### src/rtl/stream_checker.sv
// ---------------------------------------------------------------------------
// stream_checker
//
// Two independent lanes, each a small FIFO followed by a sequence checker.
// Each popped word should be one more than the previous popped word (mod
// 2^32). The first pop after reset or flush only loads the expectation
// (UNSYNC -> SYNC). Every later pop is compared against it and then
// re-aligns to the popped word.
//
// Parameters
//   DEPTH  per-lane FIFO depth, power of two in 2..16
//   CNT_W  width of the match / mismatch statistics counters
//
// Ports (suffix _1 / _2 selects the lane)
//   clk              rising-edge clock
//   reset            synchronous, active-low reset
//   in_data_x        32-bit word from the producer
//   in_valid_x       word present (held stable while stalled)
//   in_flush_x       one-cycle flush pulse: empties FIFO, back to UNSYNC
//   drain_en_x       downstream pop enable
//   out_stall_x      FIFO full, word not accepted
//   err_x            sticky mismatch flag
//   match_cnt_x      saturating count of matching checked pops
//   mismatch_cnt_x   saturating count of mismatching checked pops
//   sync_x           lane is in SYNC
// ---------------------------------------------------------------------------

module stream_checker_lane #(
  parameter int DEPTH = 4,
  parameter int CNT_W = 16
) (
  input  logic             clk,
  input  logic             reset,
  input  logic [31:0]      in_data,
  input  logic             in_valid,
  input  logic             in_flush,
  input  logic             drain_en,
  output logic             out_stall,
  output logic             err,
  output logic [CNT_W-1:0] match_cnt,
  output logic [CNT_W-1:0] mismatch_cnt,
  output logic             sync
);

  localparam int AW = $clog2(DEPTH);
  localparam logic [AW:0] FULL_CNT = (AW+1)'(DEPTH);

  typedef enum logic {
    ST_UNSYNC = 1'b0,
    ST_SYNC   = 1'b1
  } state_t;

  logic [31:0]      r_mem [DEPTH];
  logic [AW-1:0]    r_wr_ptr;
  logic [AW-1:0]    r_rd_ptr;
  logic [AW:0]      r_count;      // one extra bit so full and empty differ
  state_t           r_state;
  logic [31:0]      r_expected;
  logic             r_err;
  logic [CNT_W-1:0] r_match_cnt;
  logic [CNT_W-1:0] r_mismatch_cnt;

  logic             w_full;
  logic             w_push;
  logic             w_pop;
  logic [31:0]      w_head;
  state_t           w_state_nxt;
  logic             w_load;
  logic             w_check;

  assign w_full = (r_count == FULL_CNT);
  assign w_push = in_valid && !w_full && !in_flush;
  assign w_pop  = (r_count != '0) && drain_en && !in_flush;
  // The check reads the registered head, so a word pushed this cycle cannot
  // be popped before the next one.
  assign w_head = r_mem[r_rd_ptr];

  // NOTE: storage has no reset; pointers and occupancy decide which entries
  // are meaningful, so resetting the array would only add logic.
  always_ff @(posedge clk) begin
    if (reset && w_push) begin
      r_mem[r_wr_ptr] <= in_data;
    end
  end

  // NOTE: every output of this block gets a default first so that no path
  // leaves a signal unassigned and infers a latch.
  always_comb begin
    w_state_nxt = r_state;
    w_load      = 1'b0;
    w_check     = 1'b0;
    if (in_flush) begin
      w_state_nxt = ST_UNSYNC;
    end else if (w_pop) begin
      w_load = 1'b1;
      case (r_state)
        ST_UNSYNC: w_state_nxt = ST_SYNC;
        ST_SYNC:   w_check     = 1'b1;
        default:   w_state_nxt = ST_UNSYNC;
      endcase
    end
  end

  // NOTE: state registers use non-blocking assignments so every register
  // samples the pre-edge values, independent of statement order.
  always_ff @(posedge clk) begin
    if (!reset) begin
      r_wr_ptr       <= '0;
      r_rd_ptr       <= '0;
      r_count        <= '0;
      r_state        <= ST_UNSYNC;
      r_expected     <= '0;
      r_err          <= 1'b0;
      r_match_cnt    <= '0;
      r_mismatch_cnt <= '0;
    end else begin
      if (in_flush) begin
        r_wr_ptr <= '0;
        r_rd_ptr <= '0;
        r_count  <= '0;
      end else begin
        // Pointers wrap naturally because DEPTH is a power of two.
        if (w_push) r_wr_ptr <= r_wr_ptr + 1'b1;
        if (w_pop)  r_rd_ptr <= r_rd_ptr + 1'b1;
        case ({w_push, w_pop})
          2'b10:   r_count <= r_count + 1'b1;
          2'b01:   r_count <= r_count - 1'b1;
          default: r_count <= r_count;
        endcase
      end

      r_state <= w_state_nxt;

      // Both the first pop and every checked pop re-align the expectation.
      if (w_load) r_expected <= w_head + 32'd1;

      if (w_check) begin
        if (w_head == r_expected) begin
          if (r_match_cnt != '1) r_match_cnt <= r_match_cnt + 1'b1;
        end else begin
          if (r_mismatch_cnt != '1) r_mismatch_cnt <= r_mismatch_cnt + 1'b1;
          r_err <= 1'b1;
        end
      end
    end
  end

  assign out_stall    = w_full;
  assign err          = r_err;
  assign match_cnt    = r_match_cnt;
  assign mismatch_cnt = r_mismatch_cnt;
  assign sync         = (r_state == ST_SYNC);

endmodule


### config.mk
export PLATFORM = sky130hd
export DESIGN_NAME = stream_checker_lane
export DESIGN_NICKNAME = d
export VERILOG_FILES = /design/src/rtl/stream_checker.sv
export SDC_FILE = /design/constraint.sdc
export NUM_CORES = 1
export LEC_CHECK = 0
export CORE_MARGIN = 2
export CORE_UTILIZATION = 60
export CTS_CLUSTER_DIAMETER = 80
export DETAILED_ROUTE_END_ITERATION = 12
export PLACE_DENSITY = 0.9
export SETUP_SLACK_MARGIN = 0.5
export SYNTH_ARGS = -nofsm -noshare
export SYNTH_HDL_FRONTEND = slang
export SYNTH_SLANG_ARGS = --single-unit
### constraint.sdc
create_clock -name clk -period 5.6 [get_ports clk]
set_input_delay 1.4 -clock clk [delete_from_list [all_inputs] [get_ports clk]]
set_output_delay 1.4 -clock clk [all_outputs]
set_load 0.03 [all_outputs]
==> results of run 1 <==
cell type report:
cell class / count / share of cell area [%]
flip-flops and latches: 203 / 52.3
multi-input cells: 421 / 31.1
repair buffers: 79 / 7.54
clock buffers: 27 / 5.59
well taps: 184 / 2.25
inverters: 18 / 0.661
clock inverters: 11 / 0.599
logic make-up after synthesis:
group | after synthesis
adders and majority gates | 9
muxes | 44
buffers and inverters | 50
DFF | 203
and+or+nand+nor | 205
xor gates and xnor gates | 67
AOI/OAI and AO/OA | 96
flip-flops by register name, summed over array words and instances, names as in the netlist, named ones only:
register      flops
r_wr_ptr          2
mismatch_cnt     16
err               1
r_count           3
r_expected       32
match_cnt        16
r_mem           128
r_rd_ptr          2
sync              1
metal layers:
| metal | track usage (%) | up-vias | wire length (um) |
|---|---|---|---|
| met1 | 28.7 | 2722 | 7320 |
| met5 | 0 | - | 0 |
| met3 | 3.87 | 37 | 1130 |
| li1 | - | 2649 | - |
| met4 | 7.73 | 0 | 531 |
| met2 | 39.6 | 222 | 8770 |
placed cells by master, fill, tap and decap left out, drive strengths merged, types with 4 or more instances in the layout:
master | synthesis | layout
nand3 | 27 | 27
dfxtp | 75 | 75
nand2 | 32 | 32
nand2b | 11 | 11
xor2 | 12 | 12
buf | 9 | 8
clkbuf | 23 | 27
or3 | 17 | 17
nor2 | 40 | 40
clkdlybuf4s50 | 0 | 71
xnor2 | 55 | 55
a211oi | 12 | 12
ha | 8 | 8
inv | 18 | 19
mux2i | 12 | 12
and3 | 17 | 17
edfxtp | 128 | 128
clkinv | 0 | 7
nand4 | 23 | 23
and2 | 10 | 10
a21o | 4 | 4
a21oi | 41 | 41
o21ai | 33 | 33
nor3 | 12 | 12
mux4 | 32 | 32
stage by stage:
stage / area, um^2 / std cells / hold slack [ns]
global route: 10200 / 943 / 0.519
finish: 10200 / 943 / 0.488
floorplan: 8750 / 674 / 0.449
CTS: 10200 / 943 / 0.494
detailed placement: 9590 / 905 / 0.479
global placement: 9590 / 905 / 0.447
where the power goes:
part / switching, mW / internal, mW / total [mW]
Combinational: 0.0654 / 0.0563 / 0.122
Sequential: 0.00808 / 1.60 / 1.61
Clock: 0.557 / 0.723 / 1.28
Total: 0.631 / 2.38 / 3.02
worst max-delay path, stage by stage, from the launching register on:
cell and delay [ns]:
dfxtp_2 0.80, buf_4 0.31, mux4_2 0.58, xnor2_1 0.23, nand4_1 0.16, nor4_2 0.47
nand2_1 0.57, or3_1 0.53, a21oi_1 0.16
how the worst max path moves through the flow:
stage                     startpoint       endpoint  depth (start not counted)
after floorplan             drain_en     r_count[2]                         11
after global placement      drain_en     r_count[2]                         11
after detailed placement    drain_en     r_count[2]                         11
after CTS                       flop  match_cnt[12]                          8
after global routing            flop  match_cnt[12]                          8
final                           flop  match_cnt[12]                          8
==> impl_metrics.ini, run 1 <==
[status]
status = complete, no violations

[sta]
rsz0062_at_grt = false
finalCritPeriodShare_pct = 70.2
tightest_slew_ns = 1.23
fmax_ghz = 0.254
setup_viol = 0
relSlewSlack_pct = 17.7
fin_crit_ns = 3.93
slew_violations = 0
hold_violations = 0
fin_ws_ns = 1.67
final.setup.tns_ns = 0
finClkSkew_ns = 0.0171

[clock_network]
clockBufferDepth = 3
h-tree-depth = 1
postCtsSetupRepairBufs = 0
numCtsBuffers = 21
root_buffer = clkbuf_16
clk_latency_ns = 0.50
clk_pin_slew_worst_paths_ns = 0.06
numClockSinks = 203
postCtsHoldBufs = 0
cts_resized = 0
cts_tree = done

[floorplan]
io_pins = 72
die_h_um = 125
fp.dieW_um = 125
die_area_um2 = 15600
rows = 44
core_um2 = 14400
start_util_pct = 60.9

[yosys]
syn-num-nets = 720
synth_top_family_by_area = simple AND/OR/NAND/NOR gates
synth_edf_count = 128
ys.flop_type = edfxtp_1
synth_area_leaders = edfxtp_1 44%, dfxtp_1 17%, mux4_2 8.2%
netlist_instances = 674
ys_types = 40
syn_avg_cell_area_um2 = 13.0
yosys_warnings = 0
yosys_register_bits = 203
yosysSeqAreaShare_pct = 61.1
synthAdderAreaFrac_pct = 1.37
yosysMostFrequentCell = edfxtp_1
synthXorXnorAreaFrac_pct = 6.70
synth-compound-area-share_pct = 6.16
yosysTopAreaCell = edfxtp_1
synth_top_area_share_pct = 43.9
synth_common_cells = 128 x edfxtp_1, 75 x dfxtp_1, 55 x xnor2_1
async_flop_share_pct = 0
synth_area_um2 = 8750
synthSimpleGateAreaFrac_pct = 12.5
synth.area.mux_share_pct = 9.61

[job]
maxCapViolCount = 0

[placement]
port_buffers = 71
place_ws_ns = 1.29
routabilityCongestion = 0.870
hpwl_mm = 11.7

[cells_and_area]
drive_gt1_share_pct = 10.9
fill_cells = 905
postLayoutCoreUtil_pct = 71.2
final_nets = 790
multi_input_area_um2 = 3180
final-seq-area_um2 = 5350
diodes = 0
area_growth_pct = 16.8

[route]
drtIter0Drc = 538
routed_wl_mm = 17.8
ant_nets = 0
drc = 0
drtPass1Iterations = 5
avgRoutedWirePerCell_um = 18.8
via_count = 5630
routed_via_density = 5.97

[setup_path]
r2r_slack_ns = 1.67
crit_arrival_ns = 4.33
required_ns = 6.00
crit_fanout = 24
r2r_end = match_cnt[12]
endpoint_kind = flop
start_kind = flop
setup.worst_path.class = flop to flop
rr_worst_depth = 8

[worst_hold_path]
hold_depth = 2
hold_path.class = flop to flop
min_to = err
hp-start = err

[global_routing]
overflow = 0
antenna_found_initial = 0
grt_pass1_vias = 5601
grt_usage_pct = 22.6
grt_start_max_net_pins = 65
grt_pass1_wl_mm = 28.5

[power_and_ir_drop]
power_mw = 3.02
vdd.ir_drop.worst_mv = 0.305
p_per_area_nw_per_um2 = 295
p_leak_nw = 3.26
No activity file was read; power rests on OpenSTA's default activity.
==> inputs of run 2 (changes only) <==
--- a/config.mk
+++ b/config.mk
@@ -6,10 +6,10 @@
 export NUM_CORES = 1
 export LEC_CHECK = 0
 export CORE_MARGIN = 2
-export CORE_UTILIZATION = 60
+export CORE_UTILIZATION = 58
 export CTS_CLUSTER_DIAMETER = 80
 export DETAILED_ROUTE_END_ITERATION = 12
-export PLACE_DENSITY = 0.9
+export PLACE_DENSITY = 0.88
 export SETUP_SLACK_MARGIN = 0.5
 export SYNTH_ARGS = -nofsm -noshare
 export SYNTH_HDL_FRONTEND = slang
==> constraint.sdc (replaced) <==
create_clock -name clk -period 3.77 [get_ports clk]
set_input_delay 0.9425 -clock clk [delete_from_list [all_inputs] [get_ports clk]]
set_output_delay 0.9425 -clock clk [all_outputs]
set_load 0.03 [all_outputs]
==> impl_metrics.ini, run 2 (synthesis results as in run 1) <==
[sta]
setup_viol = 0
final.setup.tns_ns = 0
fin_crit_ns = 3.11
finClkSkew_ns = 0.0119
slew_violations = 0
finalCritPeriodShare_pct = 82.5
fmax_ghz = 0.322
rsz0062_at_grt = false
relSlewSlack_pct = 13.2
hold_violations = 0
tightest_slew_ns = 1.30

[setup_path]
setup.worst_path.class = flop to flop
crit_arrival_ns = 3.51
cp.depth = 9
crit_path_max_incr_delay_ns = 0.59
crit_fanout = 14
crit_buf_inv = 2
rr_worst_depth = 9
r2r_slack_ns = 0.66
start_kind = flop
crit_chain = buf_12, mux4_2, xnor2_1, nand4_1, nor4_4, buf_4, nand3_4, or3_1, a21oi_1
cpLargestDelayFamily = simple AND/OR/NAND/NOR gates
endpoint_kind = flop
required_ns = 4.17
slowest_stage = mux4_2

[cells_and_area]
diodes = 0
drive_gt1_share_pct = 10.7
largest_reg_flops = 128
max_flop_register = r_mem
postLayoutCoreUtil_pct = 70.5
stdcell_count = 947
area_growth_pct = 17.9
final_common_cell = edfxtp_1
mostFrequentLayoutCells = 128 x edfxtp_1, 74 x dfxtp_1, 71 x clkdlybuf4s50_1, 55 x xnor2_1, 41 x a21oi_1
final_nets = 797
reg.largest.list = r_mem x128, r_expected x32

[power_and_ir_drop]
vdd.ir_drop.worst_mv = 0.413
p_per_area_nw_per_um2 = 432
p_leak_nw = 3.32

[clock_network]
root_buffer = clkbuf_16
clk_pin_slew_worst_paths_ns = 0.06
numClockSinks = 203
postCtsHoldBufs = 0
clk_latency_ns = 0.50
h-tree-depth = 1
numCtsBuffers = 21
clockBufferDepth = 3
cts_tree = done

[status]
status = complete, no violations

[global_routing]
grt_start_max_net_pins = 64
antenna_found_initial = 0
overflow = 0
grt_pass1_vias = 5638
grt_usage_pct = 22.8
grt_pass1_wl_mm = 29.3

[floorplan]
die_area_um2 = 16100
rows = 44
core_um2 = 14600
start_util_pct = 59.8
die_h_um = 127
fp.dieW_um = 127
io_pins = 72

[route]
drtPass1Iterations = 5
avgRoutedWirePerCell_um = 19.4
routed_wl_mm = 18.4
drtIter0Drc = 541
routed_via_density = 6.11
ant_nets = 0
via_count = 5790
drc = 0

[placement]
routabilityCongestion = 0.876
port_buffers = 71
hpwl_mm = 11.5
dpl.cell_count = 908

[worst_hold_path]
hold_depth = 2
hold_path.class = flop to flop

[job]
maxCapViolCount = 0
## run 2: cell types whose count changed in the layout (fill, tap and decap cells not counted), sizes merged
cell / delta
clkbuf: -2
clkinv: +1
buf: +5
nand3: +1
clkinvlp: -2
bufinv: +1
## run 2: path summary, 6_finish.rpt
check	endpoint	from
worst max-delay path	match_cnt[10]	flop
worst min-delay path	err	err
worst max register to register	match_cnt[10]	flop
worst min register to register	err	err
## run 2: cell type report
cell class              count  area, um^2
clock buffers              24         537
clock inverters            11        81.3
fillers                   937        4320
inverters                  18        67.6
multi-input cells         422        3210
flip-flops and latches    203        5350
well taps                 184         230
repair buffers             85         846
## run 2: power breakdown
part	internal, mW	switching, mW
clock network	1.08	0.797
registers	2.38	0.0113
logic	0.0855	0.100
total	3.55	0.909
## run 2: repair_timing
item                                    CTS  global route
gates cloned                              0             2
buffers inserted                          0             2
pin swaps                                 0             2
resized for setup                         3             1
endpoints found under the setup margin   11            12
## run 2: per-stage QoR
stage	power (mW)	hold WS, ns	worst slack (ns)	area, um^2
5_1_grt	4.60	0.502	0.570	10300
3_5_place_dp	2.62	0.460	0.226	9630
6_report	4.46	0.470	0.661	10300
4_1_cts	4.49	0.476	0.525	10300
2_1_floorplan	2.54	0.449	0.541	8750
3_3_place_gp	2.61	0.447	0.371	9630
## run 2: metal layers
layer,up-vias,track usage (%),share of wire [%]
met5,-,0,0
met4,0,5.49,2.4
met3,34,3.54,6.8
met2,265,40.1,51
met1,2825,30.2,40
li1,2666,-,-
## run 2: worst min-delay path: stages, from the launching register on
cell and delay, ns:
dfxtp_1 0.33, a21oi_1 0.04, nor2_1 0.07
